==> src/rtl/fancy_timer_datapath.sv <==
// Datapath for the sequence-detect/timer FSM: serially loads a delay, then counts
// (delay+1)*TICKS cycles and raises done_counting on the final cycle.
module fancy_timer_datapath #(
  parameter int  DELAY_W = 4,
  parameter int  TICKS   = 1000,
  localparam int TICK_W  = $clog2(TICKS)
) (
  input  logic               clk,
  input  logic               rst,
  input  logic               d,
  input  logic               shift_ena,
  input  logic               counting,
  output logic               done_counting,
  output logic [DELAY_W-1:0] count,
  output logic [TICK_W-1:0]  tick,
  output logic               proto_err
);

  localparam int                SC_W      = $clog2(DELAY_W + 2);
  localparam logic [TICK_W-1:0] TICK_LAST = TICK_W'(TICKS - 1);
  localparam logic [SC_W-1:0]   SC_FULL   = SC_W'(DELAY_W);
  localparam logic [SC_W-1:0]   SC_MAX    = SC_W'(DELAY_W + 1);

  logic [DELAY_W-1:0] delay_q;
  logic [TICK_W-1:0]  tick_q;
  logic [SC_W-1:0]    shift_cnt;
  logic               counting_q;
  logic               proto_err_q;
  logic               tick_wrap;
  logic               count_start;

  assign tick_wrap   = (tick_q == TICK_LAST);
  assign count_start = counting & ~counting_q;

  // Shift has priority over counting; any cycle with neither restarts the tick phase
  // but keeps the remaining delay units so an aborted count can resume.
  always_ff @(posedge clk) begin
    if (rst) begin
      delay_q     <= '0;
      tick_q      <= '0;
      shift_cnt   <= '0;
      counting_q  <= 1'b0;
      proto_err_q <= 1'b0;
    end else begin
      counting_q <= counting;
      if (shift_ena) begin
        delay_q <= (delay_q << 1) | DELAY_W'(d);
        tick_q  <= '0;
        if (shift_cnt != SC_MAX)
          shift_cnt <= shift_cnt + SC_W'(1);
      end else if (counting) begin
        if (tick_wrap) begin
          tick_q <= '0;
          if (delay_q != '0)
            delay_q <= delay_q - DELAY_W'(1);
        end else begin
          tick_q <= tick_q + TICK_W'(1);
        end
      end else begin
        tick_q <= '0;
      end
      if (count_start)
        shift_cnt <= '0;
      // A count must start after exactly DELAY_W shifts, and shift/count never overlap.
      if ((shift_ena && counting) || (count_start && (shift_cnt != SC_FULL)))
        proto_err_q <= 1'b1;
    end
  end

  assign done_counting = counting & ~shift_ena & tick_wrap & (delay_q == '0);
  assign count         = delay_q;
  assign tick          = tick_q;
  assign proto_err     = proto_err_q;

endmodule

==> config.mk <==
export PLATFORM = sky130hd
export DESIGN_NAME = fancy_timer_datapath
export DESIGN_NICKNAME = d
export VERILOG_FILES = /design/src/rtl/fancy_timer_datapath.sv
export SDC_FILE = /design/constraint.sdc
export NUM_CORES = 1
export LEC_CHECK = 0
export CORE_UTILIZATION = 44
export CTS_BUF_LIST = sky130_fd_sc_hd__clkbuf_4 sky130_fd_sc_hd__clkbuf_8 sky130_fd_sc_hd__clkbuf_16
export CTS_CLUSTER_DIAMETER = 200
export DETAILED_ROUTE_END_ITERATION = 7
export PLACE_DENSITY_LB_ADDON = 0.12
export SKIP_CTS_REPAIR_TIMING = 1
export SLEW_MARGIN = 20
export SYNTH_ARGS = -nofsm -noshare
export SYNTH_HDL_FRONTEND = slang
export SYNTH_SLANG_ARGS = --single-unit
==> constraint.sdc <==
create_clock -name clk -period 1.8 [get_ports clk]
set_input_delay 0.36 -clock clk [delete_from_list [all_inputs] [get_ports clk]]
set_output_delay 0.36 -clock clk [all_outputs]
set_load 0.03 [all_outputs]
==> metrics.md <==
| Metric | Value |
|---|---|
| Count of different cell masters after synthesis | `33` |
| Net count, final | `167` |
| Final hold slack | `439 ps` |
| DRT antenna net count | `0` |
| Largest net degree at the start of global routing | `11` |
| Synth top area cells | `dfxtp_1, ha_1, nor2_1, a21oi_1, xnor2_1` |
| RSZ-0062 raised after global routing | `yes` |
| Via density per instance | `5.50` |
| CTS Buf Count | `3` |
| Worst-path clk slew | `100 ps` |
| Commonest cells in the netlist | `dfxtp_1, nor2_1, a21oi_1, inv_1` |
| Antenna cell count | `0` |
| Status | `complete, but fails checks` |
| Final Hold Fails | `0` |
| Placed Cells | `171` |
| Power Total | `0.819 mW` |
| Die area | `2410 um^2` |
| Yosys warnings | `0` |
| Die height | `49.1 um` |
| Placed cell areas | `1320 um^2` |
| Most common cell in the netlist | `dfxtp_1` |
| Sw frac | `26.3%` |
| Clock share of power | `28.0%` |
| Share of cells above drive strength 1 | `28.4%` |
| Post-synth top area cell | `dfxtp_1` |
| H-tree depth | `1` |
| Tmin final | `1880 ps` |
| Sw power | `0.215 mW` |
| Max-slew headroom | `75.9%` |
| Via count | `1,001` |
| Critical Path Start | `tick[9]` |
| Register area share after synthesis | `38.9%` |
| Fmax | `0.531 GHz` |
| Routed WL | `2500 um` |
| Max Cap Viol | `0` |
| Number of synthesized flops with an enable pin | `0` |
| Mapped cell area | `977 um^2` |
| Period utilization | `105%` |
| Finish-stage setup viols | `1` |
| DRC | `0` |
| Register Area | `388 um^2` |
| Core Footprint | `2020 um^2` |
| Clk_lat worst skew | `290 ps` |
| Failing checks | `negative setup slack` |
| Post-route core utilization | `72.8%` |
| Crit-path slowest cell | `or3b_4` |
| Iteration-0 DRC Markers | `38` |
| Top-Level Pins | `21` |
| Post-Synthesis Net Count | `125` |
| Final Cell Area | `1470 um^2` |
| CTS sink cnt | `19` |
| Drt wl/cell | `13.7 um` |
| Post-synthesis cell count | `114` |
| Logic gate share of total power | `17.8%` |
| Setup TNS | `-84.2 ps` |
| First-pass GRT wire length | `3680 um` |
| Peak VDD IR | `0.436 mV` |
| IO buf count | `20` |
| Syn-to-layout area delta | `50.6%` |
| Worst Path Class, Setup | `flip-flop to primary output` |
| Worst setup margin | `-84.2 ps` |
| Die W | `49.1 um` |
| Post-synthesis async set-or-reset flop share | `0%` |
| CTS max path bufs | `2` |
| Vias in the first global route | `804` |
| Startpoint Class | `flip-flop` |
| Setup Skew | `6.92 ps` |
| Leak | `0.761 nW` |
| Fill cells | `155` |
| Worst hold path type | `flip-flop to flip-flop` |
| CTS tree | `built` |
| Cell chain of the critical path | `or3b_4, nor2_4, nand3_2, nor3_4, buf_6` |
| Avg Cell Area, Syn | `8.57 um^2` |
| Worst EP required | `1440 ps` |
| GPL Wtd Cong | `0.759` |
| GRT Overall Usage | `19.8%` |
| Initial DRT Pass Iterations | `4` |
| Pin slew with the least headroom to its limit | `357 ps` |
| Synth top area share | `38.9%` |
| Starting Density | `48.3%` |
| Worst Min Path Start | `tick[0]` |
| Overflow after GRT | `0` |
| Main synth FF type | `dfxtp_1` |
| Sequential share of power | `54.2%` |
| Pins Over Slew Limit | `0` |
| Crit path largest cell delay | `410 ps` |
| WP data arrival | `1520 ps` |
| Critical-path maximum fanout | `3` |
| Initial antenna violation count | `0` |
| Worst r2r src | `tick[9]` |
| DP HPWL | `1710 um` |
| Register bit total from synthesis | `19` |
| Multi-input logic area | `607 um^2` |
| Worst slack, placed | `-49.3 ps` |
| Row cnt | `16` |
| Fin cells | `182` |
| CTS root buf | `clkbuf_4` |
| Cell internal pwr | `0.604 mW` |
| CP Capture Type | `primary output` |
| PD cells | `557 nW/um^2` |
## cell families after synthesis
logic type	count (synthesis)	synth area share (%)
fa+ha+maj	6	7.68
flops	19	38.9
buf+inv	12	4.61
simple gates	49	28.9
xor+xnor	6	5.38
compound gates	22	14.5
## routing by layer
metal / routed length, um / up-vias / track usage (%)
met3: 120 / 0 / 1.87
met2: 1210 / 34 / 31.1
met5: 0 / - / 0
met1: 1170 / 480 / 29.0
li1: - / 487 / -
met4: 0 / 0 / 4.41
## layout by cell type (no fill, tap or decap), types with 5 or more instances in the layout
cell type,n
dlymetal6s2s_1,11
buf_4,20
nand2_1,5
nor2_1,16
clkdlybuf4s50_1,8
dfxtp_1,15
a21oi_1,10
nor3_1,5
ha_1,5
inv_1,7
## worst max-delay path, delay by kind of cell, from the launching register on
family,cells,cell delay [ps]
buf+inv,1,150
flops,1,350
simple gates,4,740
## worst paths after layout
kind	end	slack (ps)	cells after the start
setup / recovery	done_counting	-80	5
hold / removal	tick[0]	440	1
setup reg to reg	count[3]	0	6
hold reg to reg	tick[0]	440	1
## registers in the layout (all words and copies together), names as in the netlist
name / count
tick: 10
count: 4
shift_cnt: 3
counting_q: 1
proto_err: 1
## cell type report
class | count | area share [%]
clock buffer | 4 | 2.04
inverter | 9 | 2.30
multi-input combinational | 83 | 41.2
sequential | 19 | 26.4
tap | 27 | 2.30
timing repair buffer | 40 | 25.8
## power groups by stage
stage | Clock, mW | Combinational, mW | Sequential (mW)
after floorplan | 0 | 0.0545 | 0.468
after global placement | 0 | 0.121 | 0.454
after detailed placement | 0 | 0.122 | 0.455
after CTS | 0.239 | 0.123 | 0.445
after global routing | 0.254 | 0.159 | 0.447
final | 0.229 | 0.146 | 0.444
Power figures use the tool's default switching activity.
==> edit (same flow settings) <==
Put a register stage on the output `done_counting`, with the module's reset. The value now appears one clock later. The other outputs are not delayed to match. Comments in the files are not updated.
--- a/src/rtl/fancy_timer_datapath.sv
+++ b/src/rtl/fancy_timer_datapath.sv
@@ -68,5 +68,11 @@
   end
 
-  assign done_counting = counting & ~shift_ena & tick_wrap & (delay_q == '0);
+  always_ff @(posedge clk) begin
+    if (rst) begin
+      done_counting <= '0;
+    end else begin
+      done_counting <= counting & ~shift_ena & tick_wrap & (delay_q == '0);
+    end
+  end
   assign count         = delay_q;
   assign tick          = tick_q;
Formal check against the unedited RTL: same outputs for any inputs over 10 cycles, from zero or initial values and one cycle with rst high; that may be too few to reach the edited logic, so the function may still have changed.
==> edit against the unedited design <==
- the flow still finishes with violations (negative setup slack)
- utilization is 1.6 points higher
- sequential cell count is 1 higher
- first-iteration DRC count is 82% lower
- wire length is 7.1% lower
- final cell count is 2.7% higher
- sequential power is 4% higher
- total power is 9.9% higher
- worst setup slack better by 0.067 ns
- clock skew is 0.0058 ns lower
- worst hold slack worse by 0.028 ns
- cell area is 3.1% higher
- global-route usage is 0.50 points lower
- synthesized area is 0.90% higher
==> edit: results (changes against the unedited design) <==
Global routing
  – GRT Overall Usage: 19.3% (-0.50 points)
  – Global-route wire length before repair: 3600 um (-2.1%)
  – Largest net degree at the start of global routing: 13 (+2)
  – Number of global-route vias before repair: 842 (+4.7%)

Placed design
  – Placer Congestion: 0.835 (+10%)
  – Dpl cell area: 1400 sq um (+6.5%)
  – Post-placement cell count: 183 (+7.0%)
  – Place WS: -0.452 ns (-0.403 ns)
  – HPWL Detailed: 1730 um (+0.92%)

Yosys
  – Most frequent cells after synthesis: dfxtp_1, nor2_1, nand2_1
  – Netlist cell types: 32 (-3.0%)
  – Sequential area share after synthesis: 40.6% (+1.7 points)
  – Synth Net Count: 128 (+2.4%)
  – Synthesized instance count: 117 (+2.6%)

Min path
  – Worst Hold Class: in -> reg

Finish
  – Nets: 172 (+3.0%)
  – Fill cell count: 160 (+3.2%)
  – Share of cells above drive strength 1: 28.7% (+0.36 points)
  – Final non-filler cell total: 187 (+2.7%)
  – Post-layout util: 74.3% (+1.6 points)

STA
  – Worst Slack Setup Final: -0.0175 ns (+0.0667 ns)
  – Clock skew: 0.00113 ns (-0.00579 ns)
  – Final setup fails: 2 (+1)
  – Fin Setup TNS: -0.0266 ns (+0.0576 ns)

Status
  – Status: finished, violations left
  – Failing checks: negative setup slack

Route
  – Total routed wirelength: 2320 um (-7.1%)

Critical path
  – Worst path arrival time: 2.05 ns (+0.53 ns)
  – Setup crit end: count[1]
  – Max FO, Critical Path: 7 (+4)
  – Flop-to-flop setup slack: -0.02 ns (-0.02 ns)

Power and ir drop
  – Sw Ratio: 24.2% (-2.1 points)
==> edit: cell types whose count changed after synthesis, sizes merged, moves of 2 or more <==
cell,unedited run,this run
nand4b,2,0
and2,0,3
nand2,5,9
nor2b,0,2
inv,9,7
nor3b,2,4
nor4,2,0
a21oi,10,7
nand3,5,7
==> edit: worst min-delay path by stage <==
stage | start | endpoint | slack [ns] | cells past startpoint
floorplan | tick[0] | tick[0] | 0.49 | 1
global placement | proto_err | proto_err | 0.43 | 2
detailed placement | proto_err | proto_err | 0.46 | 2
CTS | proto_err | proto_err | 0.48 | 2
global route | counting | counting_q | 0.40 | 2
finish | counting | counting_q | 0.41 | 2
==> edit: routing by layer <==
layer  vias to the layer above  wire [um]  GRT usage (%)
met5                         -          0              0
met4                         0         47           8.82
met3                         6         86           2.80
met2                        25       1140           33.8
met1                       438       1040           22.9
li1                        498          -              -
==> edit: worst max-delay path, cell delays in order (launching register included) <==
cell	delay (ns)
dfxtp_4	0.38
inv_4	0.04
ha_4	0.14
nor3b_4	0.15
or4b_4	0.54
or4_1	0.41
o211ai_1	0.09
==> edit: power by group through the flow <==
stage                     registers [uW]  clock network (uW)  logic [uW]
after floorplan                      489                   0        45.2
after global placement               471                   0         116
after detailed placement             472                   0         119
after CTS                            462                 320         119
after global routing                 465                 344         139
final                                463                 312         126
==> edit: kinds of logic after synthesis <==
family	Yosys count	synth area share, %
simple gates	57	30.5
buf+inv	10	3.93
compound gates	18	12.1
xor+xnor	6	5.33
fa+ha+maj	6	7.61
flops	20	40.6
==> edit: area by class of cell <==
class / count / share of cell area, %
Sequential cell: 20 / 27.5
Inverter: 7 / 1.90
Tap cell: 27 / 2.23
Timing Repair Buffer: 42 / 26.5
Clock buffer: 4 / 3.13
Multi-Input combinational cell: 87 / 38.7
